[src/rtl/fetch_sequencer_pkg.sv]
// Shared definitions for the instruction fetch sequencer: opcodes, FSM states
// and instruction field positions.
package fetch_sequencer_pkg;

    localparam int IW_DEF = 16;
    localparam int AW_DEF = 16;

    // Opcode encodings, identical to the control decoder's table
    localparam logic [2:0] OP_ADD  = 3'b000;
    localparam logic [2:0] OP_ADDI = 3'b001;
    localparam logic [2:0] OP_LW   = 3'b010;
    localparam logic [2:0] OP_SW   = 3'b011;
    localparam logic [2:0] OP_BEQ  = 3'b100;
    localparam logic [2:0] OP_J    = 3'b101;
    localparam logic [2:0] OP_JR   = 3'b110;
    localparam logic [2:0] OP_JAL  = 3'b111;

    localparam int OPC_W   = 3;
    localparam int OPC_HI  = IW_DEF - 1;
    localparam int OPC_LO  = IW_DEF - OPC_W;
    localparam int FUNCT   = 0;
    localparam int JIMM_HI = 12;
    localparam int JIMM_LO = 1;
    localparam int BOFF_HI = 6;
    localparam int BOFF_LO = 1;

    typedef enum logic [1:0] {
        FETCH_REQ  = 2'd0,
        FETCH_WAIT = 2'd1,
        ISSUE      = 2'd2,
        MEM_HOLD   = 2'd3
    } fetch_state_e;

endpackage

[src/rtl/fetch_sequencer_next_pc_calc.sv]
// Combinational next-PC selection: jr > jump > taken branch > sequential.
module next_pc_calc
    import fetch_sequencer_pkg::*;
#(
    parameter int AW = AW_DEF
) (
    input  logic [AW-1:0]                pc,
    input  logic [JIMM_HI-JIMM_LO:0]     jimm,
    input  logic [BOFF_HI-BOFF_LO:0]     boff,
    input  logic                         jrctrl,
    input  logic                         jctrl,
    input  logic                         beqctrl,
    input  logic                         alu_zero,
    input  logic [AW-1:0]                jr_target,
    output logic [AW-1:0]                next_pc
);

    logic [AW-1:0] seq_pc;
    logic [AW-1:0] jimm_ext;
    logic [AW-1:0] boff_ext;

    assign seq_pc   = pc + AW'(1);
    assign jimm_ext = AW'(jimm);
    assign boff_ext = AW'($signed(boff));

    // All arithmetic is AW bits wide so wrap-around falls out naturally
    always_comb begin
        next_pc = seq_pc;
        if (jrctrl) begin
            next_pc = jr_target;
        end else if (jctrl) begin
            next_pc = jimm_ext;
        end else if (beqctrl && alu_zero) begin
            next_pc = seq_pc + boff_ext;
        end
    end

endmodule

[src/rtl/fetch_sequencer.sv]
// Instruction fetch sequencer: owns the PC, fetches over req/gnt/rvalid and
// presents opcode/funct/word to the decoder with registered outputs.
module fetch_sequencer
    import fetch_sequencer_pkg::*;
#(
    parameter int IW = IW_DEF,
    parameter int AW = AW_DEF
) (
    input  logic          clk,
    input  logic          rst_n,
    output logic          imem_req,
    output logic [AW-1:0] imem_addr,
    input  logic          imem_gnt,
    input  logic          imem_rvalid,
    input  logic [IW-1:0] imem_rdata,
    output logic [2:0]    inst1,
    output logic          inst2,
    output logic [IW-1:0] inst_word,
    output logic          inst_valid,
    output logic [AW-1:0] pc_plus1,
    input  logic          jctrl,
    input  logic          jrctrl,
    input  logic          beqctrl,
    input  logic          memctrl,
    input  logic          alu_zero,
    input  logic [AW-1:0] jr_target,
    input  logic          stall_in
);

    fetch_state_e  state_reg;
    logic [AW-1:0] pc_reg;
    logic [AW-1:0] pc_plus1_reg;
    logic [AW-1:0] next_pc;
    logic          imem_req_reg;
    logic          inst_valid_reg;
    logic [2:0]    inst1_reg;
    logic          inst2_reg;
    logic [IW-1:0] inst_word_reg;

    next_pc_calc #(.AW(AW)) u_next_pc (
        .pc        (pc_reg),
        .jimm      (inst_word_reg[JIMM_HI:JIMM_LO]),
        .boff      (inst_word_reg[BOFF_HI:BOFF_LO]),
        .jrctrl    (jrctrl),
        .jctrl     (jctrl),
        .beqctrl   (beqctrl),
        .alu_zero  (alu_zero),
        .jr_target (jr_target),
        .next_pc   (next_pc)
    );

    always_ff @(posedge clk or negedge rst_n) begin
        if (!rst_n) begin
            state_reg      <= FETCH_REQ;
            pc_reg         <= '0;
            pc_plus1_reg   <= AW'(1);
            imem_req_reg   <= 1'b0;
            inst_valid_reg <= 1'b0;
            inst1_reg      <= OP_ADD;
            inst2_reg      <= 1'b0;
            inst_word_reg  <= '0;
        end else begin
            case (state_reg)
                // req is raised one cycle into the state and dropped on the grant
                FETCH_REQ: begin
                    if (imem_req_reg && imem_gnt) begin
                        imem_req_reg <= 1'b0;
                        state_reg    <= FETCH_WAIT;
                    end else begin
                        imem_req_reg <= 1'b1;
                    end
                end
                FETCH_WAIT: begin
                    if (imem_rvalid) begin
                        inst_word_reg  <= imem_rdata;
                        inst1_reg      <= imem_rdata[IW-1 -: OPC_W];
                        inst2_reg      <= imem_rdata[FUNCT];
                        inst_valid_reg <= 1'b1;
                        state_reg      <= ISSUE;
                    end
                end
                ISSUE: begin
                    if (!stall_in) begin
                        pc_reg       <= next_pc;
                        pc_plus1_reg <= next_pc + AW'(1);
                        if (memctrl) begin
                            state_reg <= MEM_HOLD;
                        end else begin
                            state_reg      <= FETCH_REQ;
                            imem_req_reg   <= 1'b1;
                            inst_valid_reg <= 1'b0;
                            inst1_reg      <= OP_ADD;
                            inst2_reg      <= 1'b0;
                        end
                    end
                end
                MEM_HOLD: begin
                    state_reg      <= FETCH_REQ;
                    imem_req_reg   <= 1'b1;
                    inst_valid_reg <= 1'b0;
                    inst1_reg      <= OP_ADD;
                    inst2_reg      <= 1'b0;
                end
                default: state_reg <= FETCH_REQ;
            endcase
        end
    end

    assign imem_req   = imem_req_reg;
    assign imem_addr  = pc_reg;
    assign inst1      = inst1_reg;
    assign inst2      = inst2_reg;
    assign inst_word  = inst_word_reg;
    assign inst_valid = inst_valid_reg;
    assign pc_plus1   = pc_plus1_reg;

endmodule

[config.mk]
export PLATFORM = sky130hd
export DESIGN_NAME = fetch_sequencer
export DESIGN_NICKNAME = d
export VERILOG_FILES = /design/src/rtl/fetch_sequencer_pkg.sv /design/src/rtl/fetch_sequencer_next_pc_calc.sv /design/src/rtl/fetch_sequencer.sv
export SDC_FILE = /design/constraint.sdc
export NUM_CORES = 1
export LEC_CHECK = 0
export ABC_AREA = 1
export BUFFER_PORTS_ARGS = -buffer_cell sky130_fd_sc_hd__buf_2
export CAP_MARGIN = 10
export CORE_MARGIN = 4
export CORE_UTILIZATION = 30
export DETAILED_ROUTE_END_ITERATION = 7
export PLACE_DENSITY = 0.48
export SYNTH_ARGS = -nofsm -noshare
export SYNTH_HDL_FRONTEND = slang
export SYNTH_SLANG_ARGS = --single-unit
[constraint.sdc]
create_clock -name clk -period 7.2 [get_ports clk]
set_clock_uncertainty 0.05 [all_clocks]
set_input_delay 1.8 -clock clk [delete_from_list [all_inputs] [get_ports clk]]
set_output_delay 1.8 -clock clk [all_outputs]
set_load 0.05 [all_outputs]
==> results of run 1 <==
-- cell type report --
cell class	count	area [µm²]
Clock buffer	5	125
Clock inverter	3	28.8
Multi-Input combinational cell	523	2630
Fill cell	1623	9270
Tap cell	184	230
Sequential cell	56	1400
Timing Repair Buffer	97	490
Inverter	96	360
-- per-layer routing --
layer	part of all wire, %	track usage [%]	up-vias
li1	-	-	2371
met2	48	29.8	72
met1	47	24.1	2089
met4	1.5	4.03	0
met5	0	0	-
met3	3.0	2.50	15
-- cell usage in the layout (no fill, tap or decap), types with 3 or more instances in the layout --
cell type / Yosys / layout
xor2_1: 4 / 4
inv_2: 5 / 5
o21ai_1: 6 / 6
nor2_4: 6 / 6
ha_1: 20 / 20
inv_1: 91 / 91
or2_2: 5 / 5
dfrtp_1: 55 / 55
nand3_2: 4 / 4
a21oi_1: 27 / 27
o22ai_1: 4 / 4
nand4_1: 15 / 15
nor2_1: 39 / 38
nor2_2: 9 / 10
buf_2: 7 / 95
nand2_2: 17 / 17
nand3_1: 66 / 66
clkbuf_16: 0 / 5
nand2_1: 254 / 254
a21oi_2: 3 / 3
nand3b_1: 5 / 5
o21ai_0: 24 / 24
-- cells by family after synthesis --
| logic type | count (synthesis) |
|---|---|
| simple gates | 424 |
| buf+inv | 111 |
| compound gates | 73 |
| flops | 56 |
| fa+ha+maj | 21 |
| xor+xnor | 5 |
-- where the power goes --
part,internal (mW),switching (mW)
Combinational,0.531,1.41
Sequential,0.469,0.177
Clock,0.135,0.131
-- worst reg2reg max path: cells and delay by family, from the launching register on --
kind,cells,cell delay (ns)
compound gates,1,0.25
buf+inv,4,0.29
fa+ha+maj,2,0.57
simple gates,16,1.69
flops,1,0.56
-- per-stage QoR --
step / total power [mW] / instance area, µm²
detailed placement: 2.60 / 5110
CTS: 2.88 / 5270
global route: 3.13 / 5270
global placement: 2.60 / 5110
floorplan: 2.10 / 4460
finish: 2.85 / 5270
-- path summary, 6_finish.rpt --
| path | startpoint | endpoint | slack, ns | cells after the start |
|---|---|---|---|---|
| setup / recovery | beqctrl | pc_plus1[12]$_DFFE_PN0P_ | 3.24 | 16 |
| hold / removal | inst_word[15]$_DFFE_PN0P_ | inst_word[15]$_DFFE_PN0P_ | 0.43 | 2 |
| setup reg to reg | imem_addr[0]$_DFFE_PN0P_ | pc_plus1[14]$_DFFE_PN0P_ | 3.68 | 23 |
| hold reg to reg | inst_word[15]$_DFFE_PN0P_ | inst_word[15]$_DFFE_PN0P_ | 0.43 | 2 |
| max in group asynchronous | rst_n | inst_word[5]$_DFFE_PN0P_ | 5.04 | 2 |
| min in group asynchronous | rst_n | imem_addr[13]$_DFFE_PN0P_ | 1.57 | 2 |
==> reports/metrics.yaml, run 1 <==
setup_path:
  crit_arrival_ns: 4.11
  worst_path_max_delay_cell: "inv_1"
  cp.required_ns: 7.35
  crit_family: "simple AND/OR/NAND/NOR gates"
  crit_path_frequent_cell: "nor2_1"
  cp_max_fo: 16
  endpoint_kind: "register"
  cpPeakStageDelay_ns: 0.33
  critPathKind: "in -> reg"
  cp_cell_sequence: "buf_2, nand2_2, inv_1, nor2_1, nor2_1, nor2_4, ha_1, inv_1, nor2_2, nand3_1, nor2_1, nand3_2, nor2_2, nand4_1, nand3_1, nand2_1"
  critPathBufInv: 3
  cp-start-kind: "input pin"
drt:
  avgViaCountPerCell: 4.72
  first_pass_iters: 4
  dr.first_iter.drc_count: 315
  finalWirelength_um: 14300
  drc_errors: 0
  ant_nets: 0
  num_vias: 4547
  wire_per_inst_um: 14.8
cts:
  cts_hold_buf: 0
  cts_setup_buffers: 0
  cts_resized: 0
  clockBufferDepth: 2
  root_buffer: "clkbuf_16"
  cts_max_level: 2
  clkTransAtPathRegs_ns: 0.08
  cts_tree: "yes"
  clk_latency_ns: 0.31
  clock_sinks: 56
  cts_buffers: 5
synth:
  synth_top_flop_cell: "dfrtp_1"
  yosysMostFrequentCell: "nand2_1"
  synth_top_area_share_pct: 30.9
  ys_types: 36
  synth-seq-cells: 56
  synth_top_cell_by_area: "dfrtp_1"
  synth-seq-area-share_pct: 31.5
  synthesis.nets: 753
  synth-xor-area-share_pct: 0.982
  synth_top_family_by_area: "simple AND/OR/NAND/NOR gates"
  synthTopCellsByArea: "dfrtp_1 31%, nand2_1 21%, inv_1 7.7%, nand3_1 7.4%, ha_1 5.6%"
  synth_fa_ha_area_share_pct: 6.06
  avgSynthCellArea_um2: 6.46
  synth-edff-count: 0
  synthTopCellsByCount: "254 x nand2_1, 91 x inv_1, 66 x nand3_1"
  synth_compound_area_share_pct: 9.46
  async_flop_share_pct: 100
  muxShareOfSynthArea_pct: 0
  synth_area_mm2: 0.00446
  yosys.area_share.simple_pct: 42.4
  syn_inst: 690
  synth_warnings: 0
power_and_ir_drop:
  p_leak_nw: 2.90
  p_per_area_mw_per_mm2: 542
  peakVddDrop_mv: 0.198
placed_design:
  dp_worst_setup_slack_ns: 2.94
  hpwl_um: 11600
  gp_congestion: 0.862
  portBuffers: 95
  placed_cells: 956
timing:
  tightest_slew_ns: 0.938
  worst_slack_ns: 3.24
  rsz0062_at_grt: "false"
  timing.hold.ws_ns: 0.425
  layout_min_cycle_time_ns: 3.96
  max_freq_mhz: 253
  setup_viol_count_final: 0
  drv_slew: 0
  min_period_over_period_pct: 55.0
  hold_violations: 0
  max-slew-margin-rel_pct: 37.4
  fin_setup_tns_ns: 0
floorplan:
  dieHeight_um: 130
  core_mm2: 0.0145
  io_pins: 96
  die_w_um: 130
  start_util_pct: 30.7
  row_count: 44
  die-area_mm2: 0.0169
global_route:
  grt_usage_pct: 17.7
  grt_pass1_vias: 4576
  grt_overflow: 0
  antenna_found_initial: 0
  grt_max_degree: 57
  grt_pass1_wl_um: 23500
cells_and_area:
  n_antenna_cell: 0
  fin_util_pct: 36.2
  area_growth_syn_to_layout_pct: 18.1
  fin_nets: 842
  layoutNonFillerInstCount: 964
  drive_gt1_share_pct: 20.4
min_path:
  hold_class: "reg -> reg"
run:
  cap_violations: 0
outcome:
  status: "complete, no violations"
Note: power is estimated with default switching activity, not from simulation.
==> inputs of run 2 (changes only) <==
PLACE_DENSITY = 0.5   (was 0.48)
clock period = 3.39 ns   (was 7.2 ns; I/O delays follow)
==> run 2 against run 1 <==
Sequential power increased by 110%. Worst hold slack barely moved. Global-route usage shrank 0.60 points. Setup slack got worse by 2.9 ns. Flip-flop and latch count unchanged. Clock-buffer cell count is the same. Highest routed layer unchanged.
==> reports/metrics.yaml, run 2 (same netlist as run 1, synthesis figures left out) <==
cts:
  cts_buffers: 5  # unchanged
  clock_sinks: 56  # unchanged
  clockBufferDepth: 2  # unchanged
  cts_max_level: 2  # unchanged
  clk_latency_ns: 0.30  # about the same
  cts_tree: "yes"
  cts_hold_buf: 0  # unchanged
  clkTransAtPathRegs_ns: 0.08  # about the same
  root_buffer: "clkbuf_16"
cells_and_area:
  layout_commonest_cell: "nand2_1"
  mostFrequentLayoutCells: "249 x nand2_1, 95 x buf_2, 90 x inv_1, 66 x nand3_1, 53 x dfrtp_1"
  fin_util_pct: 37.3  # +1.0 points
  drive_gt1_share_pct: 23.6  # +3.3 points
  fin_area_mm2: 0.00542  # +2.8%
  fin_nets: 853  # +1.3%
  n_antenna_cell: 0  # unchanged
  nFillCells: 1671  # +3.0%
  area_growth_syn_to_layout_pct: 21.5
setup_path:
  crit_arrival_ns: 3.24  # -0.87 ns
  cp.required_ns: 3.53  # -3.82 ns
  crit_path_start: "imem_addr[0]$_DFFE_PN0P_"
  endpoint_kind: "register"
  rr_startpoint: "imem_addr[0]$_DFFE_PN0P_"
  cp-start-kind: "register"
  critPathKind: "reg -> reg"
  cp_max_fo: 5  # -11
timing:
  setup_viol_count_final: 0  # unchanged
  hold_violations: 0  # unchanged
  layout_min_cycle_time_ns: 3.09
  min_period_over_period_pct: 91.3
  tightest_slew_ns: 0.686  # -0.252 ns
  max-slew-margin-rel_pct: 54.3  # +17 points
  drv_slew: 0  # unchanged
  worst_slack_ns: 0.296  # -2.94 ns
  max_freq_mhz: 323
  fin_setup_tns_ns: 0  # unchanged
floorplan:
  io_pins: 96  # unchanged
  die-area_mm2: 0.0169  # unchanged
  dieHeight_um: 130  # unchanged
  die_w_um: 130  # unchanged
  core_mm2: 0.0145  # unchanged
  start_util_pct: 30.7  # unchanged
  row_count: 44  # unchanged
min_path:
  hold_class: "reg -> reg"
  holdCritStartpoint: "inst_word[15]$_DFFE_PN0P_"
placed_design:
  portBuffers: 95  # unchanged
  gp_congestion: 0.906  # +5.2%
  place_area_mm2: 0.00516  # +0.88%
  dp_worst_setup_slack_ns: 0.110  # -2.83 ns
  hpwl_um: 11400  # -2.2%
power_and_ir_drop:
  p_leak_nw: 2.95  # +1.7%
  finalPower_mw: 6.17  # +120%
  peakVddDrop_mv: 0.518  # +160%
  p_per_area_mw_per_mm2: 1140  # +110%
global_route:
  grt_overflow: 0  # unchanged
  grt_pass1_vias: 4684  # +2.4%
  antenna_found_initial: 0  # unchanged
  grt_max_degree: 38  # -33%
  grt_usage_pct: 17.1  # -0.60 points
  grt_pass1_wl_um: 23000  # -2.0%
drt:
  first_pass_iters: 4  # unchanged
  avgViaCountPerCell: 4.75  # +0.65%
  ant_nets: 0  # unchanged
  wire_per_inst_um: 14.3  # -3.5%
  drc_errors: 0  # unchanged
  finalWirelength_um: 13900  # -2.4%
  num_vias: 4629  # +1.8%
  dr.first_iter.drc_count: 185  # -41%
outcome:
  status: "complete, no violations"
run:
  cap_violations: 0  # unchanged
## run 2: changes by cell type in the layout (fill, tap and decap cells not counted), sizes merged
cell | previous run | this run
buf | 97 | 108
## run 2: worst paths after layout
| path | cells after the start | slack (ns) | to |
|---|---|---|---|
| setup reg to reg | 19 | 0.30 | pc_plus1[14]$_DFFE_PN0P_ |
| setup / recovery | 19 | 0.30 | pc_plus1[14]$_DFFE_PN0P_ |
| max in group asynchronous | 2 | 1.96 | imem_addr[1]$_DFFE_PN0P_ |
| hold / removal | 2 | 0.42 | inst_word[15]$_DFFE_PN0P_ |
| min in group asynchronous | 1 | 0.44 | state_reg[0]$_DFFE_PN0P_ |
| hold reg to reg | 2 | 0.42 | inst_word[15]$_DFFE_PN0P_ |
## run 2: critical path: stages (launching register included)
cell     delay, ns
dfrtp_1       0.44
inv_1         0.13
ha_1          0.23
inv_1         0.07
fa_1          0.44
nand3_1       0.08
nand2_1       0.07
a21oi_2       0.23
ha_1          0.21
inv_1         0.05
nor2_2        0.13
nand3_1       0.14
nor2_2        0.14
nand3_2       0.11
inv_2         0.10
nand2_1       0.07
nor2_2        0.12
nand2_1       0.06
nand2_1       0.05
nand3_1       0.07
## run 2: metal layers
| metal | part of all wire, % | global-route usage, % | up-vias |
|---|---|---|---|
| li1 | - | - | 2388 |
| met1 | 46 | 21.6 | 2156 |
| met2 | 51 | 30.8 | 73 |
| met3 | 2.2 | 2.21 | 12 |
| met4 | 1.3 | 4.10 | 0 |
| met5 | 0 | 0 | - |
## run 2: timing repair
action	CTS	global route
endpoints found under the setup margin	0	12
buffers inserted	0	5
endpoints found under the hold margin	0	0
gates resized for setup	0	20
## run 2: cell type report
type,count,area (µm²),share of cell area [%]
multi-input cells,523,2690,49.7
flip-flops and latches,56,1410,25.9
repair buffers,108,573,10.6
inverters,96,360,6.65
well taps,184,230,4.25
clock buffers,5,125,2.31
clock inverters,3,28.8,0.531
## run 2: report_power, final
group | total (mW) | switching [mW] | leakage, nW | internal (mW)
Clock | 0.558 | 0.272 | 0.0767 | 0.286
Combinational | 4.25 | 3.04 | 2.19 | 1.22
Sequential | 1.36 | 0.361 | 0.683 | 0.999
## run 2: metrics by stage
stage / std cells / hold slack (ns)
after floorplan: 690 / 0.479
after global placement: 962 / 0.402
after detailed placement: 962 / 0.411
after CTS: 970 / 0.431
after global routing: 975 / 0.448
final: 975 / 0.425
